`config.mk`:
```
export PLATFORM = sky130hd
export DESIGN_NAME = instr_fetch_flat
export DESIGN_NICKNAME = d
export VERILOG_FILES = /design/src/rtl/instr_fetch_if.sv /design/src/rtl/instr_fetch.sv /design/src/flat_wrapper.sv
export SDC_FILE = /design/constraint.sdc
export NUM_CORES = 1
export LEC_CHECK = 0
export CORE_UTILIZATION = 50
export DETAILED_ROUTE_END_ITERATION = 8
export PLACE_DENSITY_LB_ADDON = 0.25
export SLEW_MARGIN = 30
export SYNTH_ARGS = -nofsm -noshare
export SYNTH_HDL_FRONTEND = slang
export SYNTH_SLANG_ARGS = --single-unit
export TNS_END_PERCENT = 20
```
`constraint.sdc`:
```
create_clock -name clk -period 3.6 [get_ports clk]
set_input_delay 0.72 -clock clk [delete_from_list [all_inputs] [get_ports clk]]
set_output_delay 0.72 -clock clk [all_outputs]
set_load 0.02 [all_outputs]
```
`src/rtl/instr_fetch_if.sv`:
```
// Fetch-stage bus: instruction pointer step, instruction memory read port and
// the valid/ready handshake towards decode.
interface instr_fetch_if #(
   parameter int INS_ADDR_SIZE = 8,
   parameter int INS_SIZE      = 16
);
   logic [INS_ADDR_SIZE-1:0] ip_in;
   logic                     ip_advance;
   logic                     flush;
   logic [INS_ADDR_SIZE-1:0] mem_addr;
   logic                     mem_rd;
   logic [INS_SIZE-1:0]      mem_data;
   logic [INS_SIZE-1:0]      instr;
   logic [INS_ADDR_SIZE-1:0] instr_addr;
   logic                     instr_valid;
   logic                     instr_ready;

   // master: the fetch stage; slave: pointer, memory and decode around it
   modport master (
      input  ip_in, flush, mem_data, instr_ready,
      output ip_advance, mem_addr, mem_rd, instr, instr_addr, instr_valid
   );
   modport slave (
      output ip_in, flush, mem_data, instr_ready,
      input  ip_advance, mem_addr, mem_rd, instr, instr_addr, instr_valid
   );
endinterface

```
`src/rtl/instr_fetch.sv`:
```
// Fetch stage: issues the IP to instruction memory whenever a buffer slot is
// free, tags returned words with their address and queues them in a 2-entry FIFO.
module instr_fetch #(
   parameter int INS_ADDR_SIZE = 8,
   parameter int INS_SIZE      = 16
) (
   input  logic          clk,
   input  logic          reset_n,
   instr_fetch_if.master bus
);
   typedef struct packed {
      logic [INS_SIZE-1:0]      ins;
      logic [INS_ADDR_SIZE-1:0] addr;
   } entry_t;

   entry_t                   fifo [2];
   logic [1:0]               count;
   logic                     inflight;
   logic [INS_ADDR_SIZE-1:0] inflight_addr;
   logic                     rd_ptr, wr_ptr;
   logic                     valid, pop, push, issue;
   logic [2:0]               occ;

   assign valid = (count != 2'd0);
   assign pop   = valid & bus.instr_ready;
   assign push  = inflight & ~bus.flush;

   // Credit check: slots already claimed (buffered + outstanding) after this
   // cycle's pop; an outstanding read always has a home when it lands.
   assign occ   = {1'b0, count} + {2'b00, inflight} - {2'b00, pop};
   assign issue = reset_n & ~bus.flush & (occ < 3'd2);

   assign bus.mem_rd      = issue;
   assign bus.ip_advance  = issue;
   assign bus.mem_addr    = bus.ip_in;
   assign bus.instr_valid = valid;
   assign bus.instr       = fifo[rd_ptr].ins;
   assign bus.instr_addr  = fifo[rd_ptr].addr;

   always_ff @(posedge clk or negedge reset_n) begin
      if (!reset_n) begin
         count         <= 2'd0;
         inflight      <= 1'b0;
         inflight_addr <= '0;
         rd_ptr        <= 1'b0;
         wr_ptr        <= 1'b0;
         fifo[0]       <= '0;
         fifo[1]       <= '0;
      end else if (bus.flush) begin
         // the response landing this cycle is simply never pushed
         count    <= 2'd0;
         inflight <= 1'b0;
         rd_ptr   <= 1'b0;
         wr_ptr   <= 1'b0;
      end else begin
         inflight <= issue;
         if (issue)
            inflight_addr <= bus.ip_in;
         if (push) begin
            fifo[wr_ptr] <= '{ins: bus.mem_data, addr: inflight_addr};
            wr_ptr       <= ~wr_ptr;
         end
         if (pop)
            rd_ptr <= ~rd_ptr;
         count <= count + {1'b0, push} - {1'b0, pop};
      end
   end
endmodule

```
`src/flat_wrapper.sv`:
```
// flat-port wrapper written by rule: the top's interface ports become plain ports
module instr_fetch_flat 
#(
   parameter int INS_ADDR_SIZE = 8,
   parameter int INS_SIZE      = 16
)
  (clk, reset_n, bus_ip_in, bus_flush, bus_mem_data, bus_instr_ready, bus_ip_advance, bus_mem_addr, bus_mem_rd, bus_instr, bus_instr_addr, bus_instr_valid);
  instr_fetch_if #(.INS_ADDR_SIZE(INS_ADDR_SIZE), .INS_SIZE(INS_SIZE)) bus_i ();
  input  logic clk;
  input  logic reset_n;
  input wire logic [$bits(bus_i.ip_in)-1:0] bus_ip_in;
  input wire logic [$bits(bus_i.flush)-1:0] bus_flush;
  input wire logic [$bits(bus_i.mem_data)-1:0] bus_mem_data;
  input wire logic [$bits(bus_i.instr_ready)-1:0] bus_instr_ready;
  output wire logic [$bits(bus_i.ip_advance)-1:0] bus_ip_advance;
  output wire logic [$bits(bus_i.mem_addr)-1:0] bus_mem_addr;
  output wire logic [$bits(bus_i.mem_rd)-1:0] bus_mem_rd;
  output wire logic [$bits(bus_i.instr)-1:0] bus_instr;
  output wire logic [$bits(bus_i.instr_addr)-1:0] bus_instr_addr;
  output wire logic [$bits(bus_i.instr_valid)-1:0] bus_instr_valid;
  assign bus_i.ip_in = bus_ip_in;
  assign bus_i.flush = bus_flush;
  assign bus_i.mem_data = bus_mem_data;
  assign bus_i.instr_ready = bus_instr_ready;
  assign bus_ip_advance = bus_i.ip_advance;
  assign bus_mem_addr = bus_i.mem_addr;
  assign bus_mem_rd = bus_i.mem_rd;
  assign bus_instr = bus_i.instr;
  assign bus_instr_addr = bus_i.instr_addr;
  assign bus_instr_valid = bus_i.instr_valid;
  instr_fetch #(.INS_ADDR_SIZE(INS_ADDR_SIZE), .INS_SIZE(INS_SIZE)) u_core (.clk(clk), .reset_n(reset_n), .bus(bus_i));
endmodule
```
==> metrics.md, run 1 <==
| Metric | Value |
|---|---|
| Clock Skew | about 9.7 ps |
| Crit end category | output pin |
| Hold Fails Final Rpt | 0 |
| RSZ-0062 raised after global routing | no |
| Worst Path Required | between 2000 and 3000 ps |
| Syn avg cell area | 15.42 µm² |
| CTS Buf Count | 9 |
| Initial core utilization | 0.5356 |
| N_diodes | 0 |
| Leakage | 1.653 nW |
| Fillers | 372 |
| Post-Syn Nets | 215 |
| Post-DP Area | 3466 µm² |
| Area Overhead vs Synth | 29.52% |
| Worst-Margin Slew | 745.7 ps |
| Largest net degree at the start of global routing | 62 |
| Post-synthesis sequential area ratio | 0.5408 |
| Number of global-route vias before repair | between 1500 and 2000 |
| Pre-antenna DRT Iters | 4 |
| HP Class | register to register |
| CTS tree | done |
| Util after Layout | 0.6937 |
| Crit path DAT | 2750 ps |
| Avg WL per Cell | 15.40 µm |
| Pre-CTS WS | -349.1 ps |
| Launch point of the critical path | bus_instr_ready |
| H-tree Lvls | 3 |
| Seq cells post-synth | 61 |
| Max clock buf depth | 2 |
| Period utilization | 0.9636 |
| Clock slew at reported path FFs | approximately 60 ps |
| Post-route ant nets | 0 |
| Crit-path max cell delay | 480 ps |
| GR Overflow Total | 0 |
| Clock Latency Late Sink | 330 ps |
| Final Max Slew Viols | 0 |
| Maxcap violations | 0 |
| Critical path type | input port to output pin |
| VDD IR max | 465.8 µV |
| Final setup violation count | 0 |
| GRT Util Overall | 0.1866 |
| Max stage delay cell, worst path | fa_1 |
| Status | finished clean |
| Register area | 1526 µm² |
| Detailed-route DRC error count | 0 |
| Pwr dens | 923.4 nW/µm² |
| HPWL after detailed placement | approximately 3300 µm |
| Final Routed Wirelength | around 5000 µm |
| Synth Cell Area | 2823 µm² |
| Core area | 5270 µm² |
| Avg Vias per Cell | approximately 5.0 |
| Nets@finish | 281 |
| I/O pins | 63 |
| Routability congestion estimate | about 0.76 |
| Final worst slack | 130.9 ps |
| Die X | 77.14 µm |
| Multi-input logic area | between 1000 and 1500 µm² |
| Yosys cell types | 21 |
| Worst path cell trace | clkdlybuf4s50_1, o21a_1, ha_1, inv_1, nand2_1, fa_1, nand2_1, nor3_4, buf_2 |
| Startpoint Class | input port |
| Syn Inst Count | 183 |
| Clk sinks | a little over 60 |
| Design Area, Final | between 3000 and 4000 µm² |
| Root Buffer | clkbuf_8 |
| Syn. warnings | 0 |
| Die Span Y | 77.14 µm |
| Input/output buffers | 62 |
| Initial antenna violation count | 0 |
| Crit-path max FO | 5 |
| Most used cell, CP | nand2_1 |
| Detailed-route via count | ~1600 |
| Worst slew margin | 0.5028 |
| Share of cells above drive strength 1 | 0.4409 |
| Die Area | 5950 µm² |
| Rows | 26 |
| Post-layout minimum cycle time | 3469 ps |
| Initial drt markers | 66 |
| HP Start | u_core.fifo[15] |
| Worst r2r src | u_core.count[1] |
| Fmax | around 290 MHz |
| First-pass GRT wire length | approximately 8400 µm |
per-layer routing:
| layer | track usage | part of all wire | vias to the layer above |
|---|---|---|---|
| li1 | - | - | 758 |
| met1 | 0.2364 | 0.46 | 807 |
| met2 | 0.2885 | 0.46 | 50 |
| met3 | 0.04881 | 0.059 | 12 |
| met4 | 0.1075 | 0.022 | 0 |
| met5 | 0 | 0 | - |
flip-flops by register name (all words and copies together) (netlist names):
name / cells
u_core.count: 2
u_core.fifo: 48
u_core.inflight: 1
u_core.inflight_addr: 8
u_core.rd_ptr: 1
u_core.wr_ptr: 1
metrics by stage:
step	hold WS (ps)	power [W]	setup TNS, ps	std cells
4_1_cts	503.8	0.003396	0	321
2_1_floorplan	424.4	0.002236	0	183
6_report	501.3	0.003376	0	324
5_1_grt	518.1	0.003572	0	324
3_5_place_dp	487.8	0.002844	-697.1	305
3_3_place_gp	482.8	0.002812	-663.2	305
path summary, 6_finish.rpt:
| path | to | slack (ps) | depth (start not counted) |
|---|---|---|---|
| max | bus_mem_rd | 130 | 9 |
| min | u_core.fifo[15] | 500 | 1 |
| max reg2reg | u_core.inflight_addr[7] | 950 | 10 |
| min reg2reg | u_core.fifo[15] | 500 | 1 |
| max in group asynchronous | u_core.fifo[6] | 2540 | 2 |
| min in group asynchronous | u_core.fifo[9] | 570 | 2 |
logic make-up (layout without fill, tap and decap cells):
family	Yosys count	in the layout	share of synthesized area
compound gates	1	1	0.002661
flops	61	61	0.5408
fa+ha+maj	4	4	0.02039
simple gates	12	12	0.02837
mux	80	80	0.3457
buf+inv	21	92	0.04964
xor+xnor	4	4	0.01241
synth_stat cells:
cell	number	share of area
ha_1	3	0.013
nor2b_2	1	0.0031
buf_4	9	0.024
inv_1	4	0.0053
xnor2_1	3	0.0093
buf_2	4	0.0071
nor2b_4	1	0.0049
clkbuf_1	1	0.0013
xor2_1	1	0.0031
mux2_2	60	0.24
nor2_1	3	0.0040
nor3_1	1	0.0018
dfrtp_1	61	0.54
nand2_2	1	0.0022
nand2_1	3	0.0040
and2b_1	1	0.0027
fa_1	1	0.0071
buf_6	3	0.012
mux2_4	20	0.11
nor3_4	1	0.0058
o21a_1	1	0.0027
critical path, delay by kind of cell:
| kind | cells | cell delay, ps |
|---|---|---|
| AOI/OAI and AO/OA | 1 | 130 |
| adders and majority gates | 2 | 700 |
| buffers and inverters | 3 | 770 |
| and+or+nand+nor | 3 | 440 |
layout by cell type (no fill, tap or decap), types with 3 or more instances in the layout:
cell	n
dfrtp_1	61
clkinv_2	3
mux2_4	20
nand2_1	3
clkdlybuf4s50_1	59
inv_1	4
clkbuf_8	11
mux2_2	60
buf_2	3
ha_1	3
nor2_1	3
buf_4	9
xnor2_1	3
what timing repair did:
action,in CTS,in global routing
endpoints found under the setup margin,2,2
hold buffers,0,0
pin swaps,0,1
buffers inserted,0,3
gates resized for setup,6,2
power by group:
group          switching [W]  internal (W)
Combinational       0.000676      0.000984
Sequential          0.000180      0.000997
Clock               0.000254      0.000284
final cells by class:
type,instances,share of cell area
Clock buffer,12,0.04244
Clock inverter,4,0.006160
Timing Repair Buffer,72,0.1896
Multi-Input combinational cell,101,0.3162
Sequential cell,61,0.4175
Tap cell,70,0.02396
Inverter,4,0.004107
Power figures use the tool's default switching activity.
==> inputs of run 2 (changes only) <==
- SLEW_MARGIN: 30 -> 10
==> results of run 2 <==
No change in the layout: final DEF, timing and power equal those of run 1.
==> inputs of run 3 (changes only) <==
- CORE_MARGIN: default -> 2
- clock period: 3.6 -> 3.2 ns (I/O delays scaled with it)
==> run 3 against run 2 <==
  * Cell count rose by 0.62%
  * Die area is 5.3% higher
  * Clock-buffer cell count unchanged
  * Clock skew shrank 2.3 ps
  * Largest cell class unchanged
  * Routed wire length grew 3.6%
  * Sequential share of layout area decreased by 0.88 points
  * Critical endpoint unchanged
  * Clock power up 41%
  * Flip-flop and latch count is the same
  * Via count is 0.43% lower
==> metrics.md, run 3 (synthesis results as in run 1) <==
| Metric | Value |
|---|---|
| Status | finished clean |
| Crit end category | output pin |
| Root Buffer | clkbuf_8 |
| Worst slew margin | 0.5072 (+0.004309) |
| HP Class | input port to asynchronous set/reset pin |
| Clock Power Share | 0.191 (+0.032) |
| Clock Latency Late Sink | 330 ps (about the same) |
| Dpl cells | 309 (+1.3%) |
| Detailed-route DRC error count | 0 (unchanged) |
| Core area | 5473 µm² (+3.8%) |
| Largest registers | u_core.fifo x48, u_core.inflight_addr x8, u_core.count x2 |
| Design Area, Final | 3735 µm² (+2.2%) |
| Setup TNS Final | 0 ps (unchanged) |
| Crit path DAT | 2450 ps (-300 ps) |
| Most used cell, CP | nand2_2 |
| Share of cells above drive strength 1 | 0.4528 (+0.01181) |
| Fmax | 324.0 MHz |
| Worst Path Required | 2560 ps (-320 ps) |
| First-pass GRT wire length | 8528 µm (+1.5%) |
| Critical path type | input port to output pin |
| Largest net degree at the start of global routing | 62 (unchanged) |
| Top Family by Delay on Critical Path | adder cells |
| Fillers | 431 (+16%) |
| HPWL after detailed placement | 3310 µm (+0.71%) |
| GRT Util Overall | 0.1829 (-0.003755) |
| Initial antenna violation count | 0 (unchanged) |
| Rows | 27 (+3.8%) |
| Max stage delay cell, worst path | fa_1 |
| Logic pwr share | 0.474 (-0.018) |
| Crit-path max FO | 3 (-2) |
| Sw Share | 0.3162 (-0.01289) |
| Startpoint Class | input port |
| Worst path cell trace | dlygate4sd2_1, o21a_1, ha_1, inv_2, nand2_2, fa_1, nand2_2, nor3_4, buf_6 |
| Avg WL per Cell | 15.86 µm (+3.0%) |
| H-tree Lvls | 3 (unchanged) |
| Number of flip-flops under the largest register name | 48 (unchanged) |
| Post-layout minimum cycle time | between 3000 and 4000 ps |
| Hold Fails Final Rpt | 0 (unchanged) |
| Register area | 1526 µm² (unchanged) |
| NetSw | 0.001263 W (+14%) |
| I/O pins | 63 (unchanged) |
| Post-route ant nets | 0 (unchanged) |
| Worst-Margin Slew | 739.3 ps (-6.463 ps) |
| CTS tree | done |
| Multi-input logic area | 1161 µm² (+0.43%) |
| Detailed-route via count | 1620 (-0.43%) |
| Post-DP Area | 3496 µm² (+0.87%) |
| Fin cells | 326 (+0.62%) |
| WP buf/inv | 3 (unchanged) |
| Most frequent cells in the layout | dfrtp_1 (61), mux2_2 (60), clkdlybuf4s50_1 (58), mux2_4 (20), clkbuf_8 (11) |
| Clock slew at reported path FFs | 70 ps (about the same) |
| Area Overhead vs Synth | 32.31% |
| Pwr dens | 1069 nW/µm² (+16%) |
| Die Span Y | 79.14 µm (+2.6%) |
| Nets@finish | 281 (unchanged) |
| Pint | 0.002731 W (+21%) |
| Initial drt markers | 34 (-48%) |
| Maxcap violations | 0 (unchanged) |
| Period utilization | 0.9646 |
| Largest register by flop count | u_core.fifo |
| Avg Vias per Cell | 4.969 (-1.0%) |
| Number of global-route vias before repair | 1763 (+0.97%) |
| Die Area | 6262 µm² (+5.3%) |
| Clock Skew | 7.423 ps (-2.301 ps) |
| Pre-antenna DRT Iters | 3 (-1) |
| Crit-path max cell delay | 550 ps (+70 ps) |
| N_diodes | 0 (unchanged) |
| Launch point of the critical path | bus_instr_ready |
| GR Overflow Total | 0 (unchanged) |
| Leakage | 1.683 nW (+1.8%) |
| Routability congestion estimate | 0.7649 (+0.66%) |
| Most common cell after layout, fill and taps aside | dfrtp_1 |
| Die X | 79.14 µm (+2.6%) |
| CTS Buf Count | 9 (unchanged) |
| Seq pwr share | 0.335 (-0.014) |
| Input/output buffers | 62 (unchanged) |
| Final Routed Wirelength | 5170 µm (+3.6%) |
| Final Max Slew Viols | 0 (unchanged) |
| Max clock buf depth | 2 (unchanged) |
| Final setup violation count | 0 (unchanged) |
| Worst r2r src | u_core.count[1] |
| RSZ-0062 raised after global routing | no |
| Clk sinks | 61 (unchanged) |
| VDD IR max | 545.1 µV (+17%) |
| Initial core utilization | 0.5158 (-0.01984) |
## run 3: power by group through the flow
stage | Combinational, W | Clock (W) | Sequential (W)
after floorplan | 0.00125 | 0 | 0.00126
after global placement | 0.00186 | 0 | 0.00133
after detailed placement | 0.00188 | 0 | 0.00134
after CTS | 0.00192 | 0.000778 | 0.00134
after global routing | 0.00202 | 0.000820 | 0.00139
final | 0.00189 | 0.000761 | 0.00134
## run 3: path summary, 6_finish.rpt
kind	cells past startpoint	endpoint	slack [ps]
hold reg to reg	1	u_core.fifo[20]	500
setup reg to reg	9	u_core.inflight_addr[0]	590
min in group clk	1	u_core.fifo[20]	500
setup / recovery	9	bus_mem_rd	110
max in group asynchronous	2	u_core.fifo[9]	2220
hold / removal	2	u_core.fifo[8]	500
## run 3: through the flow
stage / util / hold slack [ps] / power, W / setup WS (ps)
2_1_floorplan: - / 344.4 / 0.002516 / 170.8
3_3_place_gp: 0.6388 / 481.4 / 0.003187 / -478.9
3_5_place_dp: 0.6388 / 486.7 / 0.003223 / -498.7
4_1_cts: 0.6824 / 502.8 / 0.004036 / 93.33
5_1_grt: 0.6824 / 511.1 / 0.004230 / 28.63
6_report: 0.6824 / 500.6 / 0.003993 / 113.3
## run 3: layer usage
metal  vias to the layer above  global-route usage  wire length [µm]
met5                         -                   0                 0
met4                         0             0.06207                51
met3                         5             0.06932               287
met2                        49              0.2890              2484
met1                       806              0.2322              2347
li1                        760                   -                 -
## run 3: area by class of cell
type                    count  share of cell area
clock buffers              12             0.04154
multi-input cells         101              0.3109
well taps                  72             0.02412
repair buffers             72              0.1920
flip-flops and latches     61              0.4087
inverters                   4            0.004020
clock inverters             4             0.01876
## run 3: what timing repair did
item | in CTS | in global routing
hold buffers | 0 | 0
resized for setup | 16 | 0
setup endpoints to repair | 2 | 0
setup buffers | 1 | 0
## run 3: worst register-to-register path, cell delays in order, from the launching register on
cell and delay [ps]:
dfrtp_1 380, o21a_1 210, ha_1 300, inv_2 70
nand2_2 60, fa_1 550, nand2_2 80, nor3_4 260
buf_4 240, mux2_2 360
